`config.mk`:
```
export PLATFORM = sky130hd
export DESIGN_NAME = xy_route_unit
export DESIGN_NICKNAME = d
export VERILOG_FILES = /design/src/rtl/xy_route_unit.sv
export SDC_FILE = /design/constraint.sdc
export NUM_CORES = 1
export LEC_CHECK = 0
export BUFFER_PORTS_ARGS = -buffer_cell sky130_fd_sc_hd__buf_2
export CAP_MARGIN = 20
export CORE_UTILIZATION = 45
export CTS_BUF_LIST = sky130_fd_sc_hd__clkbuf_8
export CTS_CLUSTER_SIZE = 14
export DETAILED_ROUTE_END_ITERATION = 8
export GPL_TIMING_DRIVEN = 0
export PLACE_DENSITY = 0.81
export SETUP_SLACK_MARGIN = 0.02
export SLEW_MARGIN = 20
export SYNTH_ARGS = -nofsm -noshare
export SYNTH_HDL_FRONTEND = slang
export SYNTH_SLANG_ARGS = --single-unit
```
`constraint.sdc`:
```
create_clock -name clk_i -period 2.5 [get_ports clk_i]
set_input_delay 0.375 -clock clk_i [delete_from_list [all_inputs] [get_ports clk_i]]
set_output_delay 0.375 -clock clk_i [all_outputs]
set_load 0.05 [all_outputs]
```
`src/rtl/xy_route_unit.sv`:
```
// ---------------------------------------------------------------------------
// xy_route_unit
//
// Purpose: packet-aware route computation for one router input port of a 2D
// mesh. The direction is computed once from the head flit (XY or YX order
// selected by ROUTE_MODE), locked until the tail, and every forwarded flit
// passes through a one-deep registered output stage. Packets addressed
// outside the mesh are swallowed and flagged on err_o.
//
// Optional build macro: XY_ROUTE_STATS_EN adds pkt_cnt_o / drop_cnt_o.
//
// Ports:
//   clk_i      clock
//   rst_i      synchronous active-high reset
//   data_i     input flit, [FLIT_DATA_W+1:FLIT_DATA_W] = type
//              (01 head, 00 body, 10 tail, 11 single)
//   valid_i    input flit valid
//   ready_o    input flit accepted when valid_i && ready_o
//   data_o     registered output flit
//   valid_o    output flit valid
//   ready_i    downstream ready
//   out_sel_o  locked direction: 0 RESOURCE, 1 WEST, 2 EAST, 3 NORTH, 4 SOUTH
//   busy_o     packet in progress (ROUTE or DROP)
//   err_o      one-cycle pulse per discarded flit or packet
//   pkt_cnt_o  (XY_ROUTE_STATS_EN) forwarded tail/single count, wraps
//   drop_cnt_o (XY_ROUTE_STATS_EN) err_o pulse count, wraps
//
// FLIT_DATA_W must be >= PACKET_ADDR_X_W + PACKET_ADDR_Y_W.
// ---------------------------------------------------------------------------
module xy_route_unit #(
  parameter int X_CORD          = 0,
  parameter int Y_CORD          = 0,
  parameter int PACKET_ADDR_X_W = 4,
  parameter int PACKET_ADDR_Y_W = 4,
  parameter int OUTPUT_N_W      = 3,
  parameter int FLIT_DATA_W     = 8,
  parameter int MESH_X          = 4,
  parameter int MESH_Y          = 4,
  parameter int ROUTE_MODE      = 0
) (
  input  logic                   clk_i,
  input  logic                   rst_i,
  input  logic [FLIT_DATA_W+1:0] data_i,
  input  logic                   valid_i,
  output logic                   ready_o,
  output logic [FLIT_DATA_W+1:0] data_o,
  output logic                   valid_o,
  input  logic                   ready_i,
  output logic [OUTPUT_N_W-1:0]  out_sel_o,
  output logic                   busy_o,
  output logic                   err_o
`ifdef XY_ROUTE_STATS_EN
  ,
  output logic [15:0]            pkt_cnt_o,
  output logic [15:0]            drop_cnt_o
`endif
);

  typedef enum logic [1:0] {
    IDLE  = 2'd0,
    ROUTE = 2'd1,
    DROP  = 2'd2
  } state_t;

  localparam logic [1:0] FLIT_BODY   = 2'b00;
  localparam logic [1:0] FLIT_HEAD   = 2'b01;
  localparam logic [1:0] FLIT_TAIL   = 2'b10;
  localparam logic [1:0] FLIT_SINGLE = 2'b11;

  localparam logic [OUTPUT_N_W-1:0] DIR_RESOURCE = OUTPUT_N_W'(0);
  localparam logic [OUTPUT_N_W-1:0] DIR_WEST     = OUTPUT_N_W'(1);
  localparam logic [OUTPUT_N_W-1:0] DIR_EAST     = OUTPUT_N_W'(2);
  localparam logic [OUTPUT_N_W-1:0] DIR_NORTH    = OUTPUT_N_W'(3);
  localparam logic [OUTPUT_N_W-1:0] DIR_SOUTH    = OUTPUT_N_W'(4);

  // Coordinates and mesh bounds widened to 32 bits so every compare is unsigned
  // and independent of the address field widths.
  localparam logic [31:0] C_X      = X_CORD;
  localparam logic [31:0] C_Y      = Y_CORD;
  localparam logic [31:0] C_MESH_X = MESH_X;
  localparam logic [31:0] C_MESH_Y = MESH_Y;

  state_t                   r_state;
  state_t                   w_nextState;
  logic [FLIT_DATA_W+1:0]   r_data;
  logic                     r_valid;
  logic [OUTPUT_N_W-1:0]    r_sel;
  logic                     r_err;

  logic [1:0]               w_type;
  logic [31:0]              w_x;
  logic [31:0]              w_y;
  logic                     w_isStart;
  logic                     w_inRange;
  logic                     w_accept;
  logic                     w_fwd;
  logic                     w_err;
  logic [OUTPUT_N_W-1:0]    w_dir;
  logic [OUTPUT_N_W-1:0]    w_dirX;
  logic [OUTPUT_N_W-1:0]    w_dirY;

  assign w_type    = data_i[FLIT_DATA_W+1:FLIT_DATA_W];
  assign w_x       = 32'(data_i[PACKET_ADDR_X_W-1:0]);
  assign w_y       = 32'(data_i[PACKET_ADDR_X_W +: PACKET_ADDR_Y_W]);
  // Head and single both start a packet; they share the low type bit.
  assign w_isStart = (w_type == FLIT_HEAD) || (w_type == FLIT_SINGLE);
  assign w_inRange = (w_x < C_MESH_X) && (w_y < C_MESH_Y);
  assign w_accept  = valid_i && ready_o;

  // Per-dimension candidate directions, then dimension order picks which
  // differing axis wins. Both equal means the flit is for the local port.
  always_comb begin
    w_dirX = (w_x > C_X) ? DIR_EAST : DIR_WEST;
    w_dirY = (w_y > C_Y) ? DIR_NORTH : DIR_SOUTH;
    w_dir  = DIR_RESOURCE;
    if (ROUTE_MODE == 0) begin
      if (w_x != C_X)      w_dir = w_dirX;
      else if (w_y != C_Y) w_dir = w_dirY;
    end else begin
      if (w_y != C_Y)      w_dir = w_dirY;
      else if (w_x != C_X) w_dir = w_dirX;
    end
  end

  // State register.
  always_ff @(posedge clk_i) begin
    if (rst_i) r_state <= IDLE;
    else       r_state <= w_nextState;
  end

  // Next-state decode; also classifies each accepted flit as forwarded or
  // discarded. DROP swallows everything without flagging.
  always_comb begin
    w_nextState = r_state;
    w_fwd       = 1'b0;
    w_err       = 1'b0;
    if (w_accept) begin
      case (r_state)
        IDLE: begin
          if (!w_isStart) begin
            w_err = 1'b1;
          end else if (!w_inRange) begin
            w_err = 1'b1;
            if (w_type == FLIT_HEAD) w_nextState = DROP;
          end else begin
            w_fwd = 1'b1;
            if (w_type == FLIT_HEAD) w_nextState = ROUTE;
          end
        end
        ROUTE: begin
          if (w_isStart) begin
            w_err = 1'b1;
          end else begin
            w_fwd = 1'b1;
            if (w_type == FLIT_TAIL) w_nextState = IDLE;
          end
        end
        DROP: begin
          if (w_type == FLIT_TAIL) w_nextState = IDLE;
        end
        default: w_nextState = IDLE;
      endcase
    end
  end

  // Outputs derived from registered state. DROP always accepts so a dropped
  // packet drains regardless of downstream backpressure.
  always_comb begin
    ready_o = (r_state == DROP) || !r_valid || ready_i;
    busy_o  = (r_state != IDLE);
  end

  // Output stage: a new forward overwrites the register even while the old
  // flit is being taken, so back-to-back flits stream without bubbles. The
  // direction is relatched only by a packet-starting flit.
  always_ff @(posedge clk_i) begin
    if (rst_i) begin
      r_valid <= 1'b0;
      r_data  <= '0;
      r_sel   <= DIR_RESOURCE;
      r_err   <= 1'b0;
    end else begin
      r_err <= w_err;
      if (w_fwd) begin
        r_valid <= 1'b1;
        r_data  <= data_i;
        if (w_isStart) r_sel <= w_dir;
      end else if (ready_i) begin
        r_valid <= 1'b0;
      end
    end
  end

  assign data_o    = r_data;
  assign valid_o   = r_valid;
  assign out_sel_o = r_sel;
  assign err_o     = r_err;

`ifdef XY_ROUTE_STATS_EN
  logic [15:0] r_pktCnt;
  logic [15:0] r_dropCnt;

  // Tail and single share the high type bit, so that marks a packet end.
  always_ff @(posedge clk_i) begin
    if (rst_i) begin
      r_pktCnt  <= '0;
      r_dropCnt <= '0;
    end else begin
      if (w_fwd && w_type[1]) r_pktCnt  <= r_pktCnt + 16'd1;
      if (w_err)              r_dropCnt <= r_dropCnt + 16'd1;
    end
  end

  assign pkt_cnt_o  = r_pktCnt;
  assign drop_cnt_o = r_dropCnt;
`endif

endmodule

```
==> reports/qor.yml <==
synthesis:
  syn_avg_cell_area_sq_um: 8.73
  ys_warn_count: 0
  yosys.cell_types.count: 29
  synth_area_sq_um: 795
  ys_ff_latch: 16
  synth_cells: 91
  synth_nets: 108
  yosysSeqAreaShare: 0.403
timing:
  fin_skew_ns: 0.00478
  hold_viol_final: 0
  fin_crit_ns: 1.85
  post-route-period-util: 0.738
  setup_viol: 0
  setup_tns_ns: 0
  fmaxAchievable_mhz: 542
  drv_slew: 0
  grt_setup_unrepaired: "no"
cells_and_area:
  layout_commonest_cell: "buf_2"
  n_fill_cell: 151
  drive_above_1_share: 0.325
  syn2layout_area_growth_pct: 27.1
  nNetsFinal: 141
  final_cells: 139
  multi_input_area_sq_um: 417
  final_cell_mix: "buf_2, nand2_1, dfxtp_1, mux2i_1, inv_1"
  antenna_cells: 0
  fin_area_sq_um: 1010
  seq_area_sq_um: 320
pwr:
  p_leak_nw: 0.468
  p_per_area_nw_per_um2: 575
  peakVddDrop_v: 0.000357
detailed_routing:
  remaining_drc_errors: 0
  via_per_inst: 5.27
  finalWirelength_mm: 1.64
  drt_iter0_drc: 16
  vias: 733
  postRouteAntennaNets: 0
  wl_per_cell_microns: 11.8
  drt_pass1_iterations: 6
run_status:
  outcome: "complete, no violations"
clock_tree:
  clock_latency_ns: 0.25
  postCtsSetupRepairBufs: 0
  cts.repair.resized: 0
  clockRootBuffer: "clkbuf_8"
  numCtsBuffers: 3
  tritoncts: "yes"
  path_clk_slew_ns: 0.06
  cts_sinks: 16
  cts_buffer_depth: 2
  cts_hold_buf: 0
  htreeDepth: 1
die:
  die_height_microns: 44.0
  die_w_microns: 44.0
  pin_count: 31
  dieArea_sq_um: 1940
  core-area_sq_um: 1580
  num_rows: 14
  initial_core_util: 0.504
placed_design:
  dpl_cell_area_sq_um: 955
  dp_cells: 135
  gp_congestion: 0.821
  place_hpwl_mm: 1.28
  io_buffers: 28
min_path:
  whs_path_depth: 2
  hold_class: "primary input to flip-flop"
critical_path:
  reg2regPathDepth: 6
  path_max_fanout: 3
  worst_setup_path_end_kind: "output pin"
  startpoint_type: "flip-flop"
  cp_data_arrival_time_ns: 1.47
  worstPathRequired_ns: 2.12
  crit_type: "flip-flop to output pin"
global_routing:
  grt_pass1_wl_mm: 2.71
  grt_start_max_net_pins: 11
  overflow: 0
  grt_pass1_vias: 654
  antenna_found_initial: 0
  track_usage: 0.189
flow_run:
  maxCapViolCount: 0
-- flip-flops by register name (all words and copies together) (netlist names) --
| signal | cells |
|---|---|
| valid_o | 1 |
| err_o | 1 |
| out_sel_o | 2 |
| data_o | 10 |
| r_state | 2 |
-- cells in the mapped netlist, drive strengths merged --
cell / number / share of area
nand2: 21 / 0.10
dfxtp: 16 / 0.40
mux2i: 10 / 0.13
a21oi: 6 / 0.043
inv: 6 / 0.028
buf: 4 / 0.039
ha: 3 / 0.047
nor3: 3 / 0.019
nor4: 3 / 0.043
o21ai: 3 / 0.019
nor2: 2 / 0.0095
nor2b: 2 / 0.016
a21o: 1 / 0.0095
and2: 1 / 0.0079
clkbuf: 1 / 0.0047
conb: 1 / 0.0047
mux2: 1 / 0.014
nand2b: 1 / 0.0079
nand3: 1 / 0.0063
nand4: 1 / 0.0079
o21a: 1 / 0.0095
o31ai: 1 / 0.0095
or3b: 1 / 0.014
or4: 1 / 0.0095
-- per-layer routing --
layer	vias up	GRT usage	share of wire
li1	368	-	-
met1	325	0.252	0.45
met2	38	0.291	0.45
met3	2	0.0408	0.086
met4	0	0.0909	0.0073
met5	-	0	0
-- where the power goes --
| group | internal, mW | switching, mW | total (mW) |
|---|---|---|---|
| logic | 0.0299 | 0.0607 | 0.0906 |
| clock network | 0.140 | 0.0880 | 0.228 |
| registers | 0.260 | 0.00222 | 0.263 |
| total | 0.430 | 0.151 | 0.581 |
-- worst max-delay path: stages, from the launching register on --
cell and delay, ns:
dfxtp_1 0.34, inv_1 0.07, ha_1 0.19, or3b_4 0.39, buf_2 0.22
-- stage by stage --
stage	hold WS, ns	util	power, mW	worst slack, ns
floorplan	0.495	-	0.329	0.717
global placement	0.442	0.606	0.355	0.874
detailed placement	0.447	0.606	0.358	0.771
CTS	0.308	0.640	0.587	0.639
global route	0.313	0.640	0.605	0.581
finish	0.310	0.640	0.581	0.655
-- logic make-up after synthesis --
kind of cell / after synthesis / synth area share
buf+inv: 11 / 0.0724
flops: 16 / 0.403
mux: 11 / 0.140
other cells: 1 / 0.00472
fa+ha+maj: 3 / 0.0472
compound gates: 12 / 0.0898
simple gates: 37 / 0.243
-- layout make-up --
type / count / area share
Buffer: 5 / 0.0347
Timing Repair Buffer: 28 / 0.139
Clock buffer: 4 / 0.0545
Sequential cell: 16 / 0.317
Tap cell: 16 / 0.0198
Inverter: 6 / 0.0223
Multi-Input combinational cell: 64 / 0.413
-- final timing paths --
path	from	endpoint	slack (ns)
worst min-delay path	rst_i	out_sel_o[1]	0.31
worst min register to register	data_o[6]	data_o[6]	0.46
worst max-delay path	r_state[0]	ready_o	0.65
worst max register to register	r_state[0]	r_state[1]	0.72
No activity file was read; power rests on OpenSTA's default activity.
